**config.mk**
```make
export PLATFORM = sky130hd
export DESIGN_NAME = mcpu_bus
export DESIGN_NICKNAME = d
export VERILOG_FILES = /design/src/rtl/mcpu_bus.sv
export SDC_FILE = /design/constraint.sdc
export NUM_CORES = 1
export LEC_CHECK = 0
export ABC_AREA = 1
export ABC_CLOCK_PERIOD_IN_PS = 3300
export BUFFER_PORTS_ARGS = -buffer_cell sky130_fd_sc_hd__buf_2
export CAP_MARGIN = 20
export CORE_MARGIN = 4
export CORE_UTILIZATION = 33
export CTS_CLUSTER_SIZE = 12
export DETAILED_ROUTE_END_ITERATION = 16
export PLACE_DENSITY = 0.5
export SYNTH_ARGS = -nofsm -noshare
export SYNTH_HDL_FRONTEND = slang
export SYNTH_SLANG_ARGS = --single-unit
```
**constraint.sdc**
```tcl
create_clock -name clk_sys -period 3.3 [get_ports clk_sys]
set_input_delay 0.99 -clock clk_sys [delete_from_list [all_inputs] [get_ports clk_sys]]
set_output_delay 0.99 -clock clk_sys [all_outputs]
set_load 0.02 [all_outputs]
```
**src/rtl/mcpu_bus.sv**
```systemverilog
// Main-CPU memory/IO front end: address decode, banked ROM fetch through a
// one-entry cache over an SDRAM req/ack handshake, RAM selects and vblank IRQ.
module mcpu_bus #(
  parameter int          ROM_AW      = 18,
  parameter logic [15:0] BANK_REG    = 16'hF008,
  parameter int          IRQ_TIMEOUT = 2048
) (
  input  logic              clk_sys,
  input  logic              reset,
  input  logic [15:0]       mcpu_ab,
  input  logic [7:0]        mcpu_dout,
  input  logic              mcpu_rd,
  input  logic              mcpu_wr,
  input  logic              mcpu_io,
  input  logic              mcpu_m1,
  output logic [7:0]        mcpu_din,
  output logic              mcpu_wait,
  output logic              sirq_n,
  input  logic              vblank,
  output logic [ROM_AW-1:0] rom_addr,
  output logic              rom_req,
  input  logic              rom_ack,
  input  logic [7:0]        rom_data,
  output logic              vram_cs,
  output logic              wram_cs,
  output logic              ram_we,
  input  logic [7:0]        vram_q,
  input  logic [7:0]        wram_q
);

  localparam int TW = $clog2(IRQ_TIMEOUT + 1);

  typedef enum logic [1:0] {ST_IDLE, ST_REQ, ST_FILL} fetch_state_t;

  fetch_state_t      state_reg;
  logic              rom_req_reg;
  logic [ROM_AW-1:0] rom_addr_reg;
  logic              cache_valid_reg;
  logic [ROM_AW-1:0] cache_tag_reg;
  logic [7:0]        cache_data_reg;
  logic [2:0]        bank_reg;
  logic              wr_prev_reg;
  logic              vblank_prev_reg;
  logic              ack_prev_reg;
  logic              sirq_n_reg;
  logic [TW-1:0]     irq_timer_reg;

  logic              mem_access;
  logic              fixed_sel;
  logic              banked_sel;
  logic              rom_sel;
  logic              rom_rd;
  logic [ROM_AW-1:0] rom_addr_next;
  logic              cache_hit;
  logic              bank_we;
  logic              irq_ack;
  logic              vblank_rise;
  logic              unused_dout;

  assign mem_access = ~mcpu_io;
  assign fixed_sel  = mem_access & ~mcpu_ab[15];
  assign banked_sel = mem_access & (mcpu_ab[15:14] == 2'b10);
  assign rom_sel    = fixed_sel | banked_sel;
  assign rom_rd     = rom_sel & mcpu_rd;

  // Banked window: 16 KiB pages stacked after the 32 KiB fixed region.
  assign rom_addr_next = fixed_sel ? ROM_AW'(mcpu_ab[14:0])
                       : ROM_AW'(32'h0000_8000 + ({29'd0, bank_reg} << 14) + {18'd0, mcpu_ab[13:0]});

  assign cache_hit = cache_valid_reg & (cache_tag_reg == rom_addr_next);
  assign mcpu_wait = rom_rd & ~cache_hit;

  assign vram_cs = mem_access & (mcpu_ab[15:13] == 3'b110);
  assign wram_cs = mem_access & (mcpu_ab[15:13] == 3'b111) & (mcpu_ab[12:11] != 2'b11);
  assign ram_we  = mcpu_wr & (vram_cs | wram_cs);

  assign bank_we     = mcpu_wr & ~wr_prev_reg & mem_access & (mcpu_ab == BANK_REG);
  assign irq_ack     = mcpu_io & mcpu_m1;
  assign vblank_rise = vblank & ~vblank_prev_reg;
  assign unused_dout = &{1'b0, mcpu_dout[7:3]};

  assign rom_req  = rom_req_reg;
  assign rom_addr = rom_addr_reg;
  assign sirq_n   = sirq_n_reg;

  always_comb begin
    mcpu_din = 8'hFF;
    if (rom_sel)      mcpu_din = cache_data_reg;
    else if (vram_cs) mcpu_din = vram_q;
    else if (wram_cs) mcpu_din = wram_q;
  end

  always_ff @(posedge clk_sys) begin
    if (reset) begin
      state_reg       <= ST_IDLE;
      rom_req_reg     <= 1'b0;
      rom_addr_reg    <= '0;
      cache_valid_reg <= 1'b0;
      cache_tag_reg   <= '0;
      cache_data_reg  <= 8'h00;
      bank_reg        <= 3'd0;
      wr_prev_reg     <= 1'b0;
    end else begin
      wr_prev_reg <= mcpu_wr;
      case (state_reg)
        ST_IDLE: begin
          if (rom_rd && !cache_hit) begin
            state_reg    <= ST_REQ;
            rom_req_reg  <= 1'b1;
            rom_addr_reg <= rom_addr_next;
          end
        end
        ST_REQ: begin
          if (rom_ack) begin
            state_reg       <= ST_FILL;
            rom_req_reg     <= 1'b0;
            cache_tag_reg   <= rom_addr_reg;
            cache_data_reg  <= rom_data;
            cache_valid_reg <= 1'b1;
          end
        end
        ST_FILL: state_reg <= ST_IDLE;
        default: state_reg <= ST_IDLE;
      endcase
      // A bank switch makes any cached banked byte stale.
      if (bank_we) begin
        bank_reg        <= mcpu_dout[2:0];
        cache_valid_reg <= 1'b0;
      end
    end
  end

  always_ff @(posedge clk_sys) begin
    if (reset) begin
      vblank_prev_reg <= 1'b0;
      ack_prev_reg    <= 1'b0;
      sirq_n_reg      <= 1'b1;
      irq_timer_reg   <= '0;
    end else begin
      vblank_prev_reg <= vblank;
      ack_prev_reg    <= irq_ack;
      if (sirq_n_reg) begin
        if (vblank_rise) begin
          sirq_n_reg    <= 1'b0;
          irq_timer_reg <= '0;
        end
      end else if (ack_prev_reg && !irq_ack) begin
        sirq_n_reg <= 1'b1;
      end else if (!irq_ack && irq_timer_reg == TW'(IRQ_TIMEOUT - 1)) begin
        sirq_n_reg <= 1'b1;
      end else begin
        irq_timer_reg <= irq_timer_reg + TW'(1);
      end
    end
  end

endmodule
```
== Word level (Yosys, flattened, before mapping) ==
Cells that the tools add are included.

* Output and inout port bits: 32
* Word-level logic and storage cells: 80
* Register bits after elaboration: 67

* Eq/ne operators: 13
* Add/sub/neg operators: 3
* Reductions and logical operators: 13
* Bitwise gates (word level): 21
* Muxes and demuxes: 18

{| class="wikitable"
|+ Operators by type and width
! kind !! number
|-
| two-way mux 12 bit || 4
|-
| two-way mux 8 bit || 3
|-
| adder 16 x 17 -> 18 bit (first input constant) || 1
|-
| adder 18 x 14 -> 18 bit || 1
|-
| equality test 18 bit || 1
|-
| two-way mux 18 bit || 1
|-
| equality test 16 bit (second input constant) || 1
|-
| AND 1 bit || 14
|-
| adder 12 x 1 -> 12 bit (second input constant) || 1
|-
| equality test 12 x 11 -> 1 bit (second input constant) || 1
|-
| != test 2 bit (second input constant) || 5
|-
| equality test 3 bit (second input constant) || 2
|-
| two-way mux 1 bit || 6
|-
| AND reduction 2 bit || 3
|-
| AND reduction 3 bit || 2
|-
| inverter 1 bit || 5
|-
| two-way mux 2 bit || 2
|-
| one-hot mux 2 bit (2 select lines) || 1
|-
| logical AND 1 bit || 3
|-
| equality test 2 x 1 -> 1 bit (second input constant) || 1
|-
| equality test 2 bit (second input constant) || 1
|-
| logical NOT 1 bit || 2
|-
| logical NOT 2 bit || 1
|-
| != test 2 x 1 -> 1 bit (second input constant) || 1
|-
| 4 further kinds || 5
|}

== Logic depth before layout (Yosys ltp) ==
* Depth in word-level cells: 9
* Gate-level depth with buffers: 14
* Depth with buffers taken out: 13

== Least setup slack after synthesis ==
Ideal clock, no wire load.

* Kind: input-to-output
* Start: in mcpu_ab[14]
* End: out mcpu_din[0]
* Arrival: 1875 ps
* Stages: 4
* Slack: 435 ps
* Cells stage by stage: nand2_1 nand2_1 clkbuf_1 o21ai_0

* Longest elaborated chain between the ends: 6
* Elaborated cells between the ends (all ways): 11
* Those cells by class: eq/ne (3); mux (3); bitwise (5)

{| class="wikitable"
|+ RTL lines
! what !! RTL line !! RTL
|-
| start: declaration || 10 || <nowiki>input logic [15:0] mcpu_ab,</nowiki>
|-
| equality test 3 bit || 74 || <nowiki>assign wram_cs = mem_access & (mcpu_ab[15:13] == 3'b111) & (mcpu_ab[12:11] != 2'b11);</nowiki>
|-
| AND 1 bit (2 in series) || 74 ||
|-
| two-way mux 8 bit || 90 || <nowiki>else if (wram_cs) mcpu_din = wram_q;</nowiki>
|-
| two-way mux 8 bit || 89 || <nowiki>else if (vram_cs) mcpu_din = vram_q;</nowiki>
|-
| two-way mux 8 bit * || 88 || <nowiki>if (rom_sel) mcpu_din = cache_data_reg;</nowiki>
|-
| end: declaration || 16 || <nowiki>output logic [7:0] mcpu_din,</nowiki>
|}

Every way passes the cells marked *; elsewhere a longest branch is shown, timed or not.

== Worst setup path after layout ==
* Start: in mcpu_io
* End: out mcpu_wait

* Longest elaborated chain between the ends: 7
* Elaborated cells between the ends (all ways): 10
* Those cells by class: eq/ne (1); mux (1); bitwise (8)

{| class="wikitable"
|+ RTL lines
! what !! RTL line !! RTL
|-
| start: declaration || 14 || <nowiki>input logic mcpu_io,</nowiki>
|-
| inverter 1 bit * || 60 || <nowiki>assign mem_access = ~mcpu_io;</nowiki>
|-
| AND 1 bit || 61 || <nowiki>assign fixed_sel = mem_access & ~mcpu_ab[15];</nowiki>
|-
| two-way mux 18 bit || 67 || <nowiki>assign rom_addr_next = fixed_sel ? ROM_AW'(mcpu_ab[14:0])</nowiki>
|-
| equality test 18 bit || 70 || <nowiki>assign cache_hit = cache_valid_reg & (cache_tag_reg == rom_addr_next);</nowiki>
|-
| AND 1 bit || 70 ||
|-
| inverter 1 bit || 71 || <nowiki>assign mcpu_wait = rom_rd & ~cache_hit;</nowiki>
|-
| AND 1 bit * || 71 ||
|-
| end: declaration || 17 || <nowiki>output logic mcpu_wait,</nowiki>
|}

Marks and branches as above.

==> flow_metrics.env <==
export IMPL_gp_congestion=0.8071
export IMPL_numCtsBuffers=9
export IMPL_crit_path_cell_trace="buf_2 > nor2_2 > nand2_1 > o21ai_1 > xor2_1 > nand3_2 > and2_1 > buf_2"
export IMPL_finalWorstSetupSlack_ps=195.7
export IMPL_wl_per_cell_um=11.65
export IMPL_cts_tree="built"
export IMPL_synth_cell_types=34
export IMPL_n_antenna_cell=0
export IMPL_multi_input_area_sq_um=1533
export IMPL_crit_path_start="mcpu_io"
export IMPL_cts_max_path_buffers=2
export IMPL_hold_start="cache_data_reg[0]"
export IMPL_outcome="finished clean"
export IMPL_drc=0
export IMPL_path_delay_family="simple AND/OR/NAND/NOR gates"
export IMPL_cp_slowest_stage_delay_ps=190
export IMPL_cts_root_buf="clkbuf_8"
export IMPL_die_x_um=107.9
export IMPL_finalInstanceArea_sq_um=4045
export IMPL_viasPerCell=4.533
export IMPL_tightest_slew_ps=935.2
export IMPL_track_usage_pct=15.26
export IMPL_die_area_sq_um=11640
export IMPL_fmax_mhz=322.1
export IMPL_layout_nets=633
export IMPL_synthCells=493
export IMPL_power_total_mw=1.846
export IMPL_ir_drop_v=0.0002692
export IMPL_start_kind="primary input"
export IMPL_first_pass_iters=4
export IMPL_dp_slack_ps=112.6
export IMPL_fp_row_count=36
export IMPL_final_hold_viol_count=0
export IMPL_slowest_stage="xor2_1"
export IMPL_cp_max_fo=5
export IMPL_cts_clk_slew_worst_paths_ps=70
export IMPL_power_density_nw_per_um2=456.4
export IMPL_end_kind="primary output"
export IMPL_vias=3232
export IMPL_wirelength_mm=8.309
export IMPL_synth_area_per_cell_sq_um=6.677
export IMPL_max_slew_margin_pct=37.36
export IMPL_placed_area_sq_um=3821
export IMPL_ant_nets=0
export IMPL_seqCellArea_sq_um=1341
export IMPL_arrival_ps=2110
export IMPL_dp_hpwl_mm=6.156
export IMPL_port_buffers=82
export IMPL_dr_first_iter_drc_count=122
export IMPL_antenna_found_initial=0
export IMPL_htreeDepth=3
export IMPL_yosys_warnings=0
export IMPL_post_route_min_period_ps=3104
export IMPL_core_sq_um=9729
export IMPL_start_util_pct=33.83
export IMPL_numClockSinks=67
export IMPL_synth_nets=551
export IMPL_final_max_slew_viol_count=0
export IMPL_grt_pass1_wl_mm=14.16
export IMPL_fin_skew_ps=7.686
export IMPL_synth_seq_cells=67
export IMPL_crit_buf_inv=2
export IMPL_maxCapViolCount=0
export IMPL_path_class="primary input to primary output"
export IMPL_hp_class="register to register"
export IMPL_syn_to_final_growth_pct=22.88
export IMPL_r2r_setup_slack_ps=1210
export IMPL_final_setup_tns_ps=0
export IMPL_leakage_nw=1.908
export IMPL_io_pins=88
export IMPL_grt_pass1_vias=3058
export IMPL_grt_overflow_total=0
export IMPL_clk_insertion_delay_late_ps=340
export IMPL_ys_seq_area_share_pct=40.74
export IMPL_grt_max_degree=47
export IMPL_holdWs_ps=446.4
export IMPL_r2r_start="irq_timer_reg[0]"
export IMPL_layout_drive_gt1_share_pct=21.55
export IMPL_synth_area_sq_um=3292
export IMPL_setup_viol=0
export IMPL_post_route_period_util_pct=94.07
export IMPL_rsz0062_at_grt="no"
export IMPL_critPathMostFrequentCell="buf_2"
export IMPL_holdBufCountCts=0
export IMPL_fp_dieH_um=107.9
export IMPL_cp_required_ps=2310
export IMPL_nFillCells=1078
## power breakdown
| group | internal (mW) | leakage [nW] | switching (mW) |
|---|---|---|---|
| Sequential | 0.842 | 0.546 | 0.0188 |
| Combinational | 0.0933 | 1.26 | 0.168 |
| Clock | 0.412 | 0.102 | 0.313 |
| Total | 1.35 | 1.91 | 0.500 |
## metal layers
layer	up-vias	global-route usage [%]	wire (um)
li1	1713	-	-
met5	-	0	0
met1	1448	18.53	3850
met4	0	4.328	101
met2	62	26.11	3884
met3	9	4.439	473
## cells in the mapped netlist
master | count | share of area, %
nand3_2 | 1 | 0.30
buf_4 | 1 | 0.23
a21oi_1 | 37 | 5.6
ha_1 | 2 | 0.76
nor2_1 | 57 | 6.5
dfxtp_1 | 67 | 41
nand3_4 | 1 | 0.53
buf_8 | 1 | 0.46
xor2_1 | 2 | 0.53
o221ai_1 | 8 | 2.1
clkbuf_1 | 12 | 1.4
nand3_1 | 17 | 2.6
nand3b_1 | 1 | 0.23
inv_2 | 2 | 0.23
o31ai_1 | 1 | 0.23
nand2_1 | 118 | 13
buf_6 | 1 | 0.34
inv_1 | 84 | 9.6
nor2_2 | 13 | 2.5
nor4_1 | 1 | 0.19
nor3_2 | 1 | 0.30
a211oi_1 | 1 | 0.23
o21ai_1 | 1 | 0.15
nand4_1 | 8 | 1.5
nor3_1 | 4 | 0.61
and2_1 | 1 | 0.19
a31oi_1 | 1 | 0.19
nand2_2 | 1 | 0.19
nand2_4 | 1 | 0.34
buf_1 | 1 | 0.11
buf_12 | 1 | 0.61
a21boi_0 | 2 | 0.46
o21ai_0 | 42 | 6.4
nor3b_1 | 1 | 0.23
## placed cells by master (no fill, tap or decap), types with 2 or more instances in the layout
master / n
nand2_1: 117
inv_1: 84
buf_2: 82
dfxtp_1: 67
nor2_1: 57
o21ai_0: 42
a21oi_1: 37
nand3_1: 16
nor2_2: 13
clkbuf_8: 12
o221ai_1: 8
nand4_1: 8
buf_4: 5
nor3_1: 4
nand2_2: 2
inv_2: 2
xor2_1: 2
nand3_2: 2
a21boi_0: 2
ha_1: 2
clkinvlp_4: 2
## layout make-up
cell class / count / share of cell area (%)
Inverter: 86 / 7.980
Timing Repair Buffer: 88 / 11.57
Clock buffer: 13 / 4.176
Sequential cell: 67 / 33.16
Multi-Input combinational cell: 323 / 37.89
Tap cell: 133 / 4.114
Clock inverter: 3 / 1.114
## repair_timing
item | in CTS | in global routing
resized for setup | 0 | 1
setup buffers | 0 | 1
setup endpoints to repair | 0 | 6
## worst reg2reg max path, delay by kind of cell (launching register included)
family / cells / cell delay, ps
AO/OA/AOI/OAI: 1 / 140
adder cells (fa/ha/maj): 1 / 190
flip-flops: 1 / 390
AND/OR/NAND/NOR: 8 / 1260
## path summary, 6_finish.rpt
path | endpoint | cells after the start
worst min register to register | cache_data_reg[0] | 2
worst min-delay path | cache_data_reg[0] | 2
worst max register to register | irq_timer_reg[8] | 10
worst max-delay path | mcpu_wait | 8
## stage by stage
stage          std cells  util [%]
2_1_floorplan        493         -
3_3_place_gp         696     39.27
3_5_place_dp         696     39.27
4_1_cts              712     41.47
5_1_grt              713     41.58
6_report             713     41.58
## cell families after synthesis
kind of cell	share of synthesized area, %
AOI/OAI and AO/OA	15.39
xor gates and xnor gates	0.5322
adders and majority gates	0.7600
buffers and inverters	12.92
DFF	40.75
and+or+nand+nor	29.65
(Power assumes the default switching activity.)
